File: src/rtl/mips_pkg.sv
// Shared types and constants for the instruction-fetch path.
package mips_pkg;

    typedef enum logic [1:0] {
        FETCH = 2'd0,
        WAIT  = 2'd1,
        HOLD  = 2'd2
    } fetch_state_t;

    localparam logic [5:0] OP_BEQ     = 6'b000100;
    localparam logic [5:0] OP_BNE     = 6'b000101;
    localparam logic [5:0] OP_J       = 6'b000010;
    localparam int         WORD_BYTES = 4;

    function automatic logic [31:0] sext16(input logic [15:0] v);
        return {{16{v[15]}}, v};
    endfunction

endpackage

File: src/rtl/next_pc_calc.sv
// Next-PC selection for an accepted instruction:
// jump beats taken branch, which beats sequential.
module next_pc_calc
    import mips_pkg::*;
(
    input  logic [31:0] pc_i,
    input  logic [31:0] instr_i,
    input  logic        pcsrc_i,
    input  logic        jump_i,
    output logic [31:0] next_pc_o
);

    logic [31:0] pcplus4;
    logic [31:0] imm_ext;
    logic [31:0] btarget;
    logic [31:0] jtarget;
    logic        unused_opcode;

    assign pcplus4 = pc_i + 32'(WORD_BYTES);
    assign imm_ext = sext16(instr_i[15:0]);
    assign btarget = pcplus4 + (imm_ext << 2);
    assign jtarget = {pcplus4[31:28], instr_i[25:0], 2'b00};

    assign unused_opcode = ^instr_i[31:26];

    always_comb begin
        next_pc_o = pcplus4;
        priority case (1'b1)
            jump_i:  next_pc_o = jtarget;
            pcsrc_i: next_pc_o = btarget;
            default: next_pc_o = pcplus4;
        endcase
    end

endmodule

File: src/rtl/fetch_unit.sv
// Instruction-fetch sequencer: one outstanding imem read,
// instruction held for decode until accepted, then PC advance.
module fetch_unit
    import mips_pkg::*;
#(
    parameter logic [31:0] RESET_PC = 32'h0000_0000,
    parameter int          WIDTH    = 32
) (
    input  logic             clk,
    input  logic             reset,
    output logic [WIDTH-1:0] imem_addr,
    output logic             imem_req,
    input  logic             imem_gnt,
    input  logic             imem_rvalid,
    input  logic [WIDTH-1:0] imem_rdata,
    output logic [WIDTH-1:0] instr,
    output logic [WIDTH-1:0] instr_pc,
    output logic             instr_valid,
    input  logic             instr_ready,
    input  logic             pcsrc,
    input  logic             jump,
    output logic [31:0]      fetch_count
);

    localparam logic [31:0] PC_INIT = {RESET_PC[31:2], 2'b00};

    fetch_state_t     state_q, state_d;
    logic [WIDTH-1:0] pc_q, pc_d;
    logic [WIDTH-1:0] instr_q, instr_d;
    logic [WIDTH-1:0] ipc_q, ipc_d;
    logic             valid_q, valid_d;
    logic [31:0]      count_q, count_d;
    logic [WIDTH-1:0] next_pc;
    logic             accept;

    next_pc_calc u_next_pc (
        .pc_i      (pc_q),
        .instr_i   (instr_q),
        .pcsrc_i   (pcsrc),
        .jump_i    (jump),
        .next_pc_o (next_pc)
    );

    assign accept = valid_q & instr_ready;

    always_comb begin
        state_d = state_q;
        pc_d    = pc_q;
        instr_d = instr_q;
        ipc_d   = ipc_q;
        valid_d = valid_q;
        count_d = count_q;
        unique case (state_q)
            FETCH: begin
                if (imem_gnt) state_d = WAIT;
            end
            WAIT: begin
                if (imem_rvalid) begin
                    instr_d = imem_rdata;
                    ipc_d   = pc_q;
                    valid_d = 1'b1;
                    state_d = HOLD;
                end
            end
            HOLD: begin
                if (accept) begin
                    valid_d = 1'b0;
                    count_d = count_q + 32'd1;
                    pc_d    = next_pc;
                    state_d = FETCH;
                end
            end
            default: state_d = FETCH;
        endcase
    end

    always_ff @(posedge clk or negedge reset) begin
        if (!reset) begin
            state_q <= FETCH;
            pc_q    <= PC_INIT;
            instr_q <= '0;
            ipc_q   <= '0;
            valid_q <= 1'b0;
            count_q <= '0;
        end else begin
            state_q <= state_d;
            pc_q    <= pc_d;
            instr_q <= instr_d;
            ipc_q   <= ipc_d;
            valid_q <= valid_d;
            count_q <= count_d;
        end
    end

    // Request is gated by reset so it drops the moment reset asserts.
    assign imem_req    = reset & (state_q == FETCH);
    assign imem_addr   = pc_q;
    assign instr       = instr_q;
    assign instr_pc    = ipc_q;
    assign instr_valid = valid_q;
    assign fetch_count = count_q;

endmodule

File: config.mk
export PLATFORM = sky130hd
export DESIGN_NAME = fetch_unit
export DESIGN_NICKNAME = d
export VERILOG_FILES = /design/src/rtl/mips_pkg.sv /design/src/rtl/next_pc_calc.sv /design/src/rtl/fetch_unit.sv
export SDC_FILE = /design/constraint.sdc
export NUM_CORES = 1
export LEC_CHECK = 0
export CAP_MARGIN = 5
export CORE_UTILIZATION = 48
export CTS_BUF_LIST = sky130_fd_sc_hd__clkbuf_2 sky130_fd_sc_hd__clkbuf_4 sky130_fd_sc_hd__clkbuf_8
export CTS_CLUSTER_SIZE = 12
export DETAILED_ROUTE_END_ITERATION = 6
export GPL_ROUTABILITY_DRIVEN = 0
export PLACE_DENSITY = 0.76
export REMOVE_ABC_BUFFERS = 1
export SYNTH_ARGS = -nofsm -noshare
export SYNTH_HDL_FRONTEND = slang
export SYNTH_HIERARCHICAL = 1
export SYNTH_SLANG_ARGS = --single-unit
export TNS_END_PERCENT = 20
File: constraint.sdc
create_clock -name clk -period 3.7 [get_ports clk]
set_clock_uncertainty 0.1 [all_clocks]
set_input_delay 0.74 -clock clk [delete_from_list [all_inputs] [get_ports clk]]
set_output_delay 0.74 -clock clk [all_outputs]
set_load 0.02 [all_outputs]
**After elaboration in Yosys (flattened, before gate mapping)**

Cells that the tools add are included.

- Flip-flop bits (word level): 131
- Input bits: 39
- Word-level logic and storage cells: 31

- Add/sub/neg operators: 3
- Muxes and demuxes: 9
- Reductions and logical operators: 6
- Equality and inequality tests: 5
- Bitwise gates (word level): 2

Operator list:

| cell | number |
|---|---|
| 32-bit two-way mux | 2 |
| 32-bit by 1-bit adder with 32-bit output, second input constant | 1 |
| 32-bit by 3-bit adder with 32-bit output, second input constant | 1 |
| 32-bit adder | 1 |
| 2-bit two-way mux | 3 |
| 2-bit != test, second input constant | 3 |
| 2-bit one-hot mux with 3 select lines | 1 |
| 3-bit AND reduction | 2 |
| 2-bit AND reduction | 2 |
| 1-bit bitwise AND | 2 |
| 2-bit by 1-bit == test with 1-bit output, second input constant | 1 |
| 2-bit == test, second input constant | 1 |
| 2-bit zero test | 1 |
| 1-bit two-way mux | 2 |
| 1-bit one-hot mux with 2 select lines | 1 |
| 2-bit nonzero test | 1 |

**Logic depth before layout (Yosys ltp)**

- Word-level depth: 4
- Depth in mapped cells: 17
- Depth with buffers taken out: 16

**By module**

The synthesis kept the hierarchy.

Modules (own cells, without submodules):

| module | area each (sq um) | cells each | instances |
|---|---|---|---|
| fetch_unit | 5211.2 | 418 | 1 |
| next_pc_calc | 2772.7 | 411 | 1 |

**Least setup slack after synthesis**

Ideal clock, no wire load.

- Path kind: register to register
- From: reg pc_q[4], in the netlist imem_addr[4]
- To: reg pc_q[24], in the netlist imem_addr[24]
- Stages on the path, launching flop included: 14
- Path buffers: 0
- Required time: 3.483 ns
- Setup time: 0.117 ns
- Path slack: 0.263 ns
- Data arrival time: 3.219 ns
- Period minus slack after synthesis: 3.437 ns
- Path through: dfrtp_1 -> nand4_1 -> nor4_4 -> nand4_1 -> xnor2_1 -> ha_1 -> a21o_1 -> a21o_1 -> a211oi_1 -> a31oi_1 -> a2111o_1 -> and3_1 -> nand2_1 -> nand2_1

- Cells in the longest elaborated chain, start to end: 4

RTL lines:

| element | RTL line | RTL |
|---|---|---|
| from (decl) | fetch_unit.sv:28 | `logic [WIDTH-1:0] pc_q, pc_d;` |
| from (signal assigned) | fetch_unit.sv:87 | `pc_q <= pc_d;` |
| 32-bit by 3-bit adder with 32-bit output * | next_pc_calc.sv:19 | `assign pcplus4 = pc_i + 32'(WORD_BYTES);` |
| 32-bit adder | next_pc_calc.sv:21 | `assign btarget = pcplus4 + (imm_ext << 2);` |
| 32-bit two-way mux * (2 in a row) | next_pc_calc.sv:28 | `priority case (1'b1)` |
| named net next_pc[24] | fetch_unit.sv:33 | `logic [WIDTH-1:0] next_pc;` |

Mark *: on every way through the listed nets, which the timed path passes. The rest lies on a longest branch.
A chain may end at the register's enable or synchronous reset.

**Worst setup path in the final report**

- From: reg pc_q[17], in the netlist imem_addr[17]
- To: reg pc_q[31], in the netlist imem_addr[31]

- Cells in the longest elaborated chain, start to end: 4

RTL lines:

| element | RTL line |
|---|---|
| 32-bit by 3-bit adder with 32-bit output * | next_pc_calc.sv:19 |
| 32-bit adder | next_pc_calc.sv:21 |
| 32-bit two-way mux | next_pc_calc.sv:28 |
| 32-bit two-way mux * | next_pc_calc.sv:28 |
| named net next_pc[31] | fetch_unit.sv:33 |

Marks and branches as above.

==> results.cfg <==
[status]
status = complete, no violations

[route]
wl_per_cell_um = 17.15
drtIter0Drc = 594
drc = 0
drt.antenna.violating_nets = 0
viasPerCell = 5.614
vias = 7023
drt_pass1_iterations = 4
drt-total-wl_um = 21450

[cts]
cts.clk_slew.worst_paths_ns = 0.08
cts_buffers = 17
cts_tree = built
insertion_delay_ns = 0.46
cts_sinks = 131
root_buffer = clkbuf_8
cts_buffer_depth = 2
h-tree-depth = 4

[job]
cap_violations = 0

[grt]
antenna_found_initial = 1
grt_pass1_wl_um = 34210
grtUsageTotal = 0.2596
grt_pass1_vias = 6584
gr-total-overflow = 0
grt_max_degree = 52

[sta]
finalCritPeriodShare = 0.9612
tightestPinTransition_ns = 0.6463
period_needed_ns = 3.556
finalHoldViolations = 0
max_freq_mhz = 281.2
setup_viol = 0
maxSlewViolCount = 0
grt_setup_unrepaired = true
whs_ns = 0.04506
relSlewSlack = 0.5691

[power_and_ir_drop]
p_leak_nw = 4.779
power_w = 0.009553
ir_worst_vdd_mv = 0.5267
p_per_area_nw_per_um2 = 907.0

[synth]
synthFlopType = dfrtp_1
postSynthCellCount = 829
yosysSeqAreaShare = 0.4106
ys_ff_latch = 131
synth_top_area_frac = 0.4106
synthTopCellsByCount = nand2_1, dfrtp_1, mux2_2
syn_area_um2 = 7984
synth-async-reset-ratio = 1.000
synth_edf_count = 0
synth_top_area_cell = dfrtp_1
ys_warn_count = 6
synth.distinct_cells = 70
yosys-top-cells-area = dfrtp_1, mux2_2, nand2_1
yosys.cell_count.top_type = nand2_1
syn_avg_cell_area_um2 = 9.631

[setup_path]
cp-end-kind = register
path_class = register to register
path_max_fanout = 5
start_kind = register
arrival_ns = 3.85
worst_ep_required_time_ns = 3.99

[die]
die-area_um2 = 17150
io_pins = 169
rows = 46
die_h_um = 131.0
core_um2 = 16060
start_util = 0.4972
die_w_um = 131.0

[place]
portBuffers = 168
place_area_um2 = 10060
dp.cells = 1216
dp_hpwl_um = 15440

[final_layout]
nets = 1099
area_delta_synth_final_pct = 31.92
stdcell_area_um2 = 10530
post-route-util = 0.6559
drive_above_1_share = 0.1615
finalNonFillerCells = 1251

[min_path]
hp-class = input port to asynchronous set/reset pin
layout make-up:
cell class / instances / area [um2]
Clock inverter: 11 / 148.9
Tap cell: 216 / 270.3
Fill cell: 1324 / 5525
Sequential cell: 131 / 3282
Clock buffer: 21 / 282.8
Multi-Input combinational cell: 654 / 4552
Timing Repair Buffer: 202 / 1938
Antenna cell: 1 / 2.502
Inverter: 15 / 56.30
where the power goes:
part | internal, W | switching [W] | total [W]
Sequential | 0.00193 | 0.000544 | 0.00248
Combinational | 0.00266 | 0.00310 | 0.00575
Clock | 0.000732 | 0.000591 | 0.00132
through the flow:
stage,setup TNS [ns],worst slack (ns)
floorplan,0,0.2586
global placement,0,0.2364
detailed placement,0,0.1167
CTS,0,0.08640
global route,-0.06231,-0.02327
finish,0,0.1437
layout by cell type (no fill, tap or decap), types with 4 or more instances in the layout:
cell type / n
nor3_1: 11
a21o_1: 25
nor2b_1: 4
mux2_2: 65
o21ai_0: 22
a211oi_1: 5
clkdlybuf4s50_1: 167
clkbuf_8: 20
o22ai_1: 9
a31oi_1: 10
mux2i_1: 5
and3_1: 14
buf_4: 34
nand3_1: 32
nor2_1: 29
a21oi_1: 43
ha_1: 37
dfrtp_1: 128
nand2_1: 168
xor2_1: 20
inv_1: 15
xnor2_1: 54
o21bai_1: 4
nand4_1: 30
registers in the layout, summed over array words and instances, names as in the netlist:
signal,flops
fetch_count,32
imem_addr,32
instr,32
instr_pc,32
state_q,2
instr_valid,1
per-layer routing:
metal / global-route usage / wire length [um] / vias up / part of all wire
li1: - / - / 3356 / -
met1: 0.3549 / 9731 / 3388 / 0.45
met2: 0.4009 / 9755 / 251 / 0.45
met3: 0.06800 / 1562 / 28 / 0.073
met4: 0.08452 / 401 / 0 / 0.019
met5: 0 / 0 / - / 0
repair_timing:
action	in CTS	in global routing
resized for setup	0	8
hold buffers	0	0
setup buffers	0	2
hold endpoints to repair	0	0
endpoints found under the setup margin	0	15
worst paths after layout:
check	slack, ns	end	cells past startpoint	from
worst min register to register	0.38	fetch_count[31]$_DFFE_PN0P_	1	fetch_count[31]$_DFFE_PN0P_
min in group clk	0.38	fetch_count[31]$_DFFE_PN0P_	1	fetch_count[31]$_DFFE_PN0P_
worst min-delay path	0.05	instr[29]$_DFFE_PN0P_	1	reset
max in group asynchronous	2.48	imem_addr[6]$_DFFE_PN0P_	2	reset
worst max register to register	0.14	imem_addr[31]$_DFFE_PN0P_	15	imem_addr[17]$_DFFE_PN0P_
worst max-delay path	0.14	imem_addr[31]$_DFFE_PN0P_	15	imem_addr[17]$_DFFE_PN0P_
critical path, stage by stage, from the launching register on:
cell	delay, ns
dfrtp_1	0.45
nand4_1	0.20
nor3_2	0.28
and3_1	0.30
nand4_1	0.17
xnor2_1	0.27
ha_1	0.34
a21o_1	0.20
a21o_1	0.17
a21oi_1	0.25
nand2_1	0.11
a2bb2oi_2	0.16
mux2i_1	0.22
xnor2_1	0.15
nand2_1	0.06
nand2_1	0.06
cells by family (layout without fill, tap and decap cells):
family	after synthesis	count (layout)	synth area share
compound gates	145	145	0.1185
fa+ha+maj	39	39	0.06206
mux	70	70	0.09795
buf+inv	44	249	0.02304
flops	131	131	0.4106
simple gates	324	324	0.2036
xor+xnor	76	76	0.08431
other cells	0	1	0
(Power assumes the default switching activity.)
